$ cat config.mk
export PLATFORM = sky130hd
export DESIGN_NAME = fetch_stage_unit
export DESIGN_NICKNAME = d
export VERILOG_FILES = /design/src/rtl/fetch_pkg.sv /design/src/rtl/fetch_skid_buffer.sv /design/src/rtl/fetch_stage_unit.sv
export SDC_FILE = /design/constraint.sdc
export NUM_CORES = 1
export LEC_CHECK = 0
export ABC_AREA = 1
export CORE_MARGIN = 1.5
export CORE_UTILIZATION = 57
export DETAILED_ROUTE_END_ITERATION = 16
export PLACE_DENSITY = 0.84
export SETUP_SLACK_MARGIN = 0.3
export SLEW_MARGIN = 20
export SYNTH_ARGS = -nofsm -noshare
export SYNTH_HDL_FRONTEND = slang
export SYNTH_HIERARCHICAL = 1
export SYNTH_SLANG_ARGS = --single-unit
$ cat constraint.sdc
create_clock -name clock -period 3.2 [get_ports clock]
set_clock_uncertainty 0.1 [all_clocks]
set_input_delay 0.64 -clock clock [delete_from_list [all_inputs] [get_ports clock]]
set_output_delay 0.64 -clock clock [all_outputs]
set_load 0.1 [all_outputs]
$ cat src/rtl/fetch_pkg.sv
// Shared front-end definitions: fetch FSM encoding, instruction field
// positions and the jump opcodes that decode and the hazard unit also use.
package fetch_pkg;

   typedef enum logic [1:0] {
      ST_BOOT  = 2'd0,
      ST_FETCH = 2'd1,
      ST_HOLD  = 2'd2,
      ST_KILL  = 2'd3
   } fetch_state_e;

   localparam int OPCODE_HI = 15;
   localparam int OPCODE_LO = 12;
   localparam int RD_HI     = 11;
   localparam int RD_LO     = 8;
   localparam int RS1_HI    = 7;
   localparam int RS1_LO    = 4;
   localparam int RS2_HI    = 3;
   localparam int RS2_LO    = 0;

   localparam logic [3:0] OPC_JMP_A = 4'b0100;
   localparam logic [3:0] OPC_JMP_B = 4'b0110;

   function automatic logic is_jump(input logic [3:0] opc);
      return (opc == OPC_JMP_A) || (opc == OPC_JMP_B);
   endfunction

endpackage

$ cat src/rtl/fetch_skid_buffer.sv
// Single-entry {pc, inst} holding register that parks a fetched
// instruction while decode is stalled.
module fetch_skid_buffer #(
   parameter int PC_WIDTH   = 16,
   parameter int INST_WIDTH = 16
) (
   input  logic                  clock,
   input  logic                  reset_n,
   input  logic                  load,
   input  logic                  drain,
   input  logic                  clear,
   input  logic [PC_WIDTH-1:0]   pc_in,
   input  logic [INST_WIDTH-1:0] inst_in,
   output logic                  valid,
   output logic [PC_WIDTH-1:0]   pc,
   output logic [INST_WIDTH-1:0] inst
);

   logic                  valid_q, valid_d;
   logic [PC_WIDTH-1:0]   pc_q, pc_d;
   logic [INST_WIDTH-1:0] inst_q, inst_d;

   always_comb begin
      valid_d = valid_q;
      pc_d    = pc_q;
      inst_d  = inst_q;
      if (clear) begin
         valid_d = 1'b0;
         pc_d    = '0;
         inst_d  = '0;
      end else if (load) begin
         valid_d = 1'b1;
         pc_d    = pc_in;
         inst_d  = inst_in;
      end else if (drain) begin
         valid_d = 1'b0;
      end
   end

   always_ff @(posedge clock or negedge reset_n) begin
      if (!reset_n) begin
         valid_q <= 1'b0;
         pc_q    <= '0;
         inst_q  <= '0;
      end else begin
         valid_q <= valid_d;
         pc_q    <= pc_d;
         inst_q  <= inst_d;
      end
   end

   assign valid = valid_q;
   assign pc    = pc_q;
   assign inst  = inst_q;

endmodule

$ cat src/rtl/fetch_stage_unit.sv
// Instruction-fetch stage: owns the PC, drives the imem request port and
// holds the IF/ID register with stall, flush and redirect handling.
module fetch_stage_unit
   import fetch_pkg::*;
#(
   parameter int                   PC_WIDTH   = 16,
   parameter int                   INST_WIDTH = 16,
   parameter logic [PC_WIDTH-1:0]  RESET_PC   = '0
) (
   input  logic                  clock,
   input  logic                  reset_n,
   input  logic                  stall_n,
   input  logic                  branch_taken,
   input  logic [PC_WIDTH-1:0]   branch_target,
   output logic                  imem_req,
   output logic [PC_WIDTH-1:0]   imem_addr,
   input  logic [INST_WIDTH-1:0] imem_rdata,
   input  logic                  imem_ready,
   output logic                  ifid_valid,
   output logic [PC_WIDTH-1:0]   ifid_pc,
   output logic [INST_WIDTH-1:0] ifid_inst,
   output logic [3:0]            ifid_opcode,
   output logic [3:0]            ifid_rd,
   output logic [3:0]            ifid_rs1,
   output logic [3:0]            ifid_rs2
);

   fetch_state_e          state_q, state_d;
   logic [PC_WIDTH-1:0]   pc_q, pc_d;
   logic [PC_WIDTH-1:0]   tgt_q, tgt_d;
   logic                  req_q, req_d;
   logic                  valid_q, valid_d;
   logic [PC_WIDTH-1:0]   ipc_q, ipc_d;
   logic [INST_WIDTH-1:0] inst_q, inst_d;

   logic                  sk_load, sk_drain, sk_clear;
   logic                  sk_valid;
   logic [PC_WIDTH-1:0]   sk_pc;
   logic [INST_WIDTH-1:0] sk_inst;

   logic                  new_v;
   logic [PC_WIDTH-1:0]   new_pc;
   logic [INST_WIDTH-1:0] new_inst;
   logic [PC_WIDTH-1:0]   pc_inc;

   assign pc_inc = pc_q + PC_WIDTH'(1);

   fetch_skid_buffer #(
      .PC_WIDTH   (PC_WIDTH),
      .INST_WIDTH (INST_WIDTH)
   ) u_skid (
      .clock   (clock),
      .reset_n (reset_n),
      .load    (sk_load),
      .drain   (sk_drain),
      .clear   (sk_clear),
      .pc_in   (pc_q),
      .inst_in (imem_rdata),
      .valid   (sk_valid),
      .pc      (sk_pc),
      .inst    (sk_inst)
   );

   always_comb begin
      state_d  = state_q;
      pc_d     = pc_q;
      tgt_d    = tgt_q;
      valid_d  = valid_q;
      ipc_d    = ipc_q;
      inst_d   = inst_q;
      sk_load  = 1'b0;
      sk_drain = 1'b0;
      sk_clear = 1'b0;
      new_v    = 1'b0;
      new_pc   = '0;
      new_inst = '0;

      unique case (state_q)
         ST_BOOT: state_d = ST_FETCH;
         ST_FETCH: begin
            if (branch_taken) begin
               if (imem_ready) begin
                  pc_d = branch_target;
               end else begin
                  tgt_d   = branch_target;
                  state_d = ST_KILL;
               end
            end else if (imem_ready) begin
               pc_d = pc_inc;
               if (stall_n) begin
                  new_v    = 1'b1;
                  new_pc   = pc_q;
                  new_inst = imem_rdata;
               end else begin
                  sk_load = 1'b1;
                  state_d = ST_HOLD;
               end
            end
         end
         ST_HOLD: begin
            if (branch_taken) begin
               sk_clear = 1'b1;
               pc_d     = branch_target;
               state_d  = ST_FETCH;
            end else if (stall_n) begin
               sk_drain = 1'b1;
               new_v    = sk_valid;
               new_pc   = sk_pc;
               new_inst = sk_inst;
               state_d  = ST_FETCH;
            end
         end
         ST_KILL: begin
            // The in-flight request must finish; only its data is dropped.
            if (branch_taken) tgt_d = branch_target;
            if (imem_ready) begin
               pc_d    = branch_taken ? branch_target : tgt_q;
               state_d = ST_FETCH;
            end
         end
         default: state_d = ST_BOOT;
      endcase

      if (branch_taken) begin
         valid_d = 1'b0;
      end else if (stall_n) begin
         if (new_v) begin
            valid_d = 1'b1;
            ipc_d   = new_pc;
            inst_d  = new_inst;
         end else begin
            valid_d = 1'b0;
         end
      end

      req_d = (state_d == ST_FETCH) || (state_d == ST_KILL);
   end

   always_ff @(posedge clock or negedge reset_n) begin
      if (!reset_n) begin
         state_q <= ST_BOOT;
         pc_q    <= RESET_PC;
         tgt_q   <= '0;
         req_q   <= 1'b0;
         valid_q <= 1'b0;
         ipc_q   <= '0;
         inst_q  <= '0;
      end else begin
         state_q <= state_d;
         pc_q    <= pc_d;
         tgt_q   <= tgt_d;
         req_q   <= req_d;
         valid_q <= valid_d;
         ipc_q   <= ipc_d;
         inst_q  <= inst_d;
      end
   end

   assign imem_req    = req_q;
   assign imem_addr   = pc_q;
   assign ifid_valid  = valid_q;
   assign ifid_pc     = ipc_q;
   assign ifid_inst   = inst_q;
   assign ifid_opcode = inst_q[OPCODE_HI:OPCODE_LO];
   assign ifid_rd     = inst_q[RD_HI:RD_LO];
   assign ifid_rs1    = inst_q[RS1_HI:RS1_LO];
   assign ifid_rs2    = inst_q[RS2_HI:RS2_LO];

endmodule

==> metrics.txt <==
Mapped Cells=756; crit path kind=register to register; reg2reg start=state_q[0]; first-pass GRT wire length=22500 um; CTS sink cnt=100; DRT Pass-1 Iters=5; Final setup viols=0; Yosys cell types=27; H-Tree Depth=3; worst skew pair latency=0.37 ns; Ant. Diodes=0; hold crit path type=input port to asynchronous set/reset pin; IO Pins=103; CTS root buf=clkbuf_8; number of global-route vias before repair=4824; post-CTS setup repair buffer count=0; Reg clk slew, reported paths=0.10 ns; Final Hold Fails=0; share of synthesized flip-flops with an asynchronous set or reset=100%; post-route minimum period=2.63 ns; remaining antenna violation count=0; period utilization=82.1%; commonest non-fill, non-tap cell in the layout=nand2_1; die width=102 um; CTS tree=done; via count of the routed design=5268; RSZ-0062 raised after global routing=no; synth top area cells=dfrtp_1 (45%), nand2_1 (17%), nand3_1 (7.5%), o21ai_0 (7.4%), inv_1 (3.8%); number of remaining DRC errors=0; worst slew pin tran=0.958 ns; Critical Path Sink Type=register; Die Area=10400 um2; mux share of post-synthesis cell area=0%; Area Growth Syn to Fin=17.6%; post-synth top area share=44.8%; dominant synthesized flop cell=dfrtp_1; net count after synthesis=800; share of layout cells above drive strength 1=12.4%; Worst EP required=3.41 ns; Starting Density=59.6%; Post-Syn Area=5590 um2; critical path launch point=state_q[0]; max-cap violations=0; Post-synth EDFFs=0; setup TNS=0 ns; Synthesis Warnings=6; initial antenna violation count=0; largest family of logic cells by synthesized area=simple AND/OR/NAND/NOR gates; # hold bufs at CTS=0; achievable clock frequency=381 MHz; status=complete, no violations; largest net degree at the start of global routing=53; routability cong.=0.888; Total Routing Usage GR=27.3%; register bit total from synthesis=100; number of CTS-inserted buffers=9; max-slew violations=0; final net count=867; Post-Synth Adder-Cell Area=1.57%; Post-DP HPWL=9560 um; clk buf depth=2; IO Port Bufs=102; post-CTS sizing=0; Post-Synth XOR/XNOR Area=0.313%; Core Region=9370 um2; WL/cell=14.2 um; simple-gate share of the synthesized area=29.0%; crit-path max FO=32; chip height=102 um; Critical Path Source Type=register; vias per cell=5.50; hold_ws=0.197 ns; commonest non-fill, non-tap cells in the layout=nand2_1 (259), dfrtp_1 (100), nand3_1 (84), o21ai_0 (82), buf_4 (79); DR iter-0 viols=333; crit path DAT=2.83 ns; area leader, netlist=dfrtp_1; compound-gate portion of the synthesized area=13.8%; Routed WL=13600 um; Remaining Overflow, GRT=0; Post-Syn Area per Cell=7.39 um2; Cell Rows=35; Max-slew headroom=36.0%; sequential area share after synthesis=44.8%
==> worst max-delay path: stages (launching register included) <==
cell and delay, ns:
dfrtp_1 0.46, inv_1 0.16, ha_1 0.36, inv_1 0.31, nor2_1 0.17, inv_1 0.07, nor2_1 0.13, nand2_1 0.11
o41ai_4 0.08, buf_4 0.38, nand3_1 0.13, nand2_1 0.10
==> cells by family (layout without fill, tap and decap cells) <==
group | after synthesis | count (layout)
xor gates and xnor gates | 2 | 2
adders and majority gates | 7 | 7
AOI/OAI and AO/OA | 131 | 131
DFF | 100 | 100
buffers and inverters | 119 | 191
and+or+nand+nor | 397 | 397
==> cell usage after synthesis, types with 3 or more instances <==
library cell and number:
a21oi_1 24, a31oi_1 3, a32o_1 17, buf_2 13, buf_4 24, buf_6 5
clkbuf_1 16, dfrtp_1 100, ha_1 7, inv_1 56, nand2_1 259, nand3_1 84
nor2_1 47, o21ai_0 83
==> state kept, by name, summed over array words and instances, names as in the netlist <==
name	count
tgt_q	16
imem_addr	16
ifid_valid	1
ifid_inst	16
ifid_pc	16
u_skid/pc	16
state_q	2
u_skid/valid	1
u_skid/inst	16
==> area by class of cell <==
cell class | count | area, um2
multi-input combinational | 537 | 2500
tap | 129 | 161
timing repair buffer | 116 | 983
sequential | 100 | 2500
fill | 810 | 2800
inverter | 59 | 221
clock buffer | 10 | 138
clock inverter | 6 | 68.8
==> metrics by stage <==
step                      worst slack (ns)  std cells  area, um2  util, %
after floorplan                      0.577        756       5590        -
after global placement               0.693        941       6370     67.9
after detailed placement             0.581        941       6370     67.9
after CTS                            0.637        957       6570     70.1
after global routing                 0.380        957       6570     70.1
final                                0.574        957       6570     70.1
==> layer usage <==
metal / track usage (%) / share of wire [%] / wire (um)
met5: 0 / 0 / 0
met2: 45.8 / 47 / 6360
met1: 36.9 / 43 / 5920
met4: 9.06 / 1.7 / 234
met3: 3.21 / 8.2 / 1110
==> worst paths after layout <==
path / cells after the start / endpoint / slack (ns)
max reg2reg: 11 / ifid_inst[13] / 0.57
min: 1 / ifid_inst[10] / 0.20
min in group clock: 2 / ifid_pc[0] / 0.38
max in group asynchronous: 2 / u_skid/inst[2] / 2.08
max: 11 / ifid_inst[13] / 0.57
min reg2reg: 2 / ifid_pc[0] / 0.38
Power is left out: the tool's default activity adds up to more than one toggle a clock period on the data nets, which glitch-free logic cannot reach.
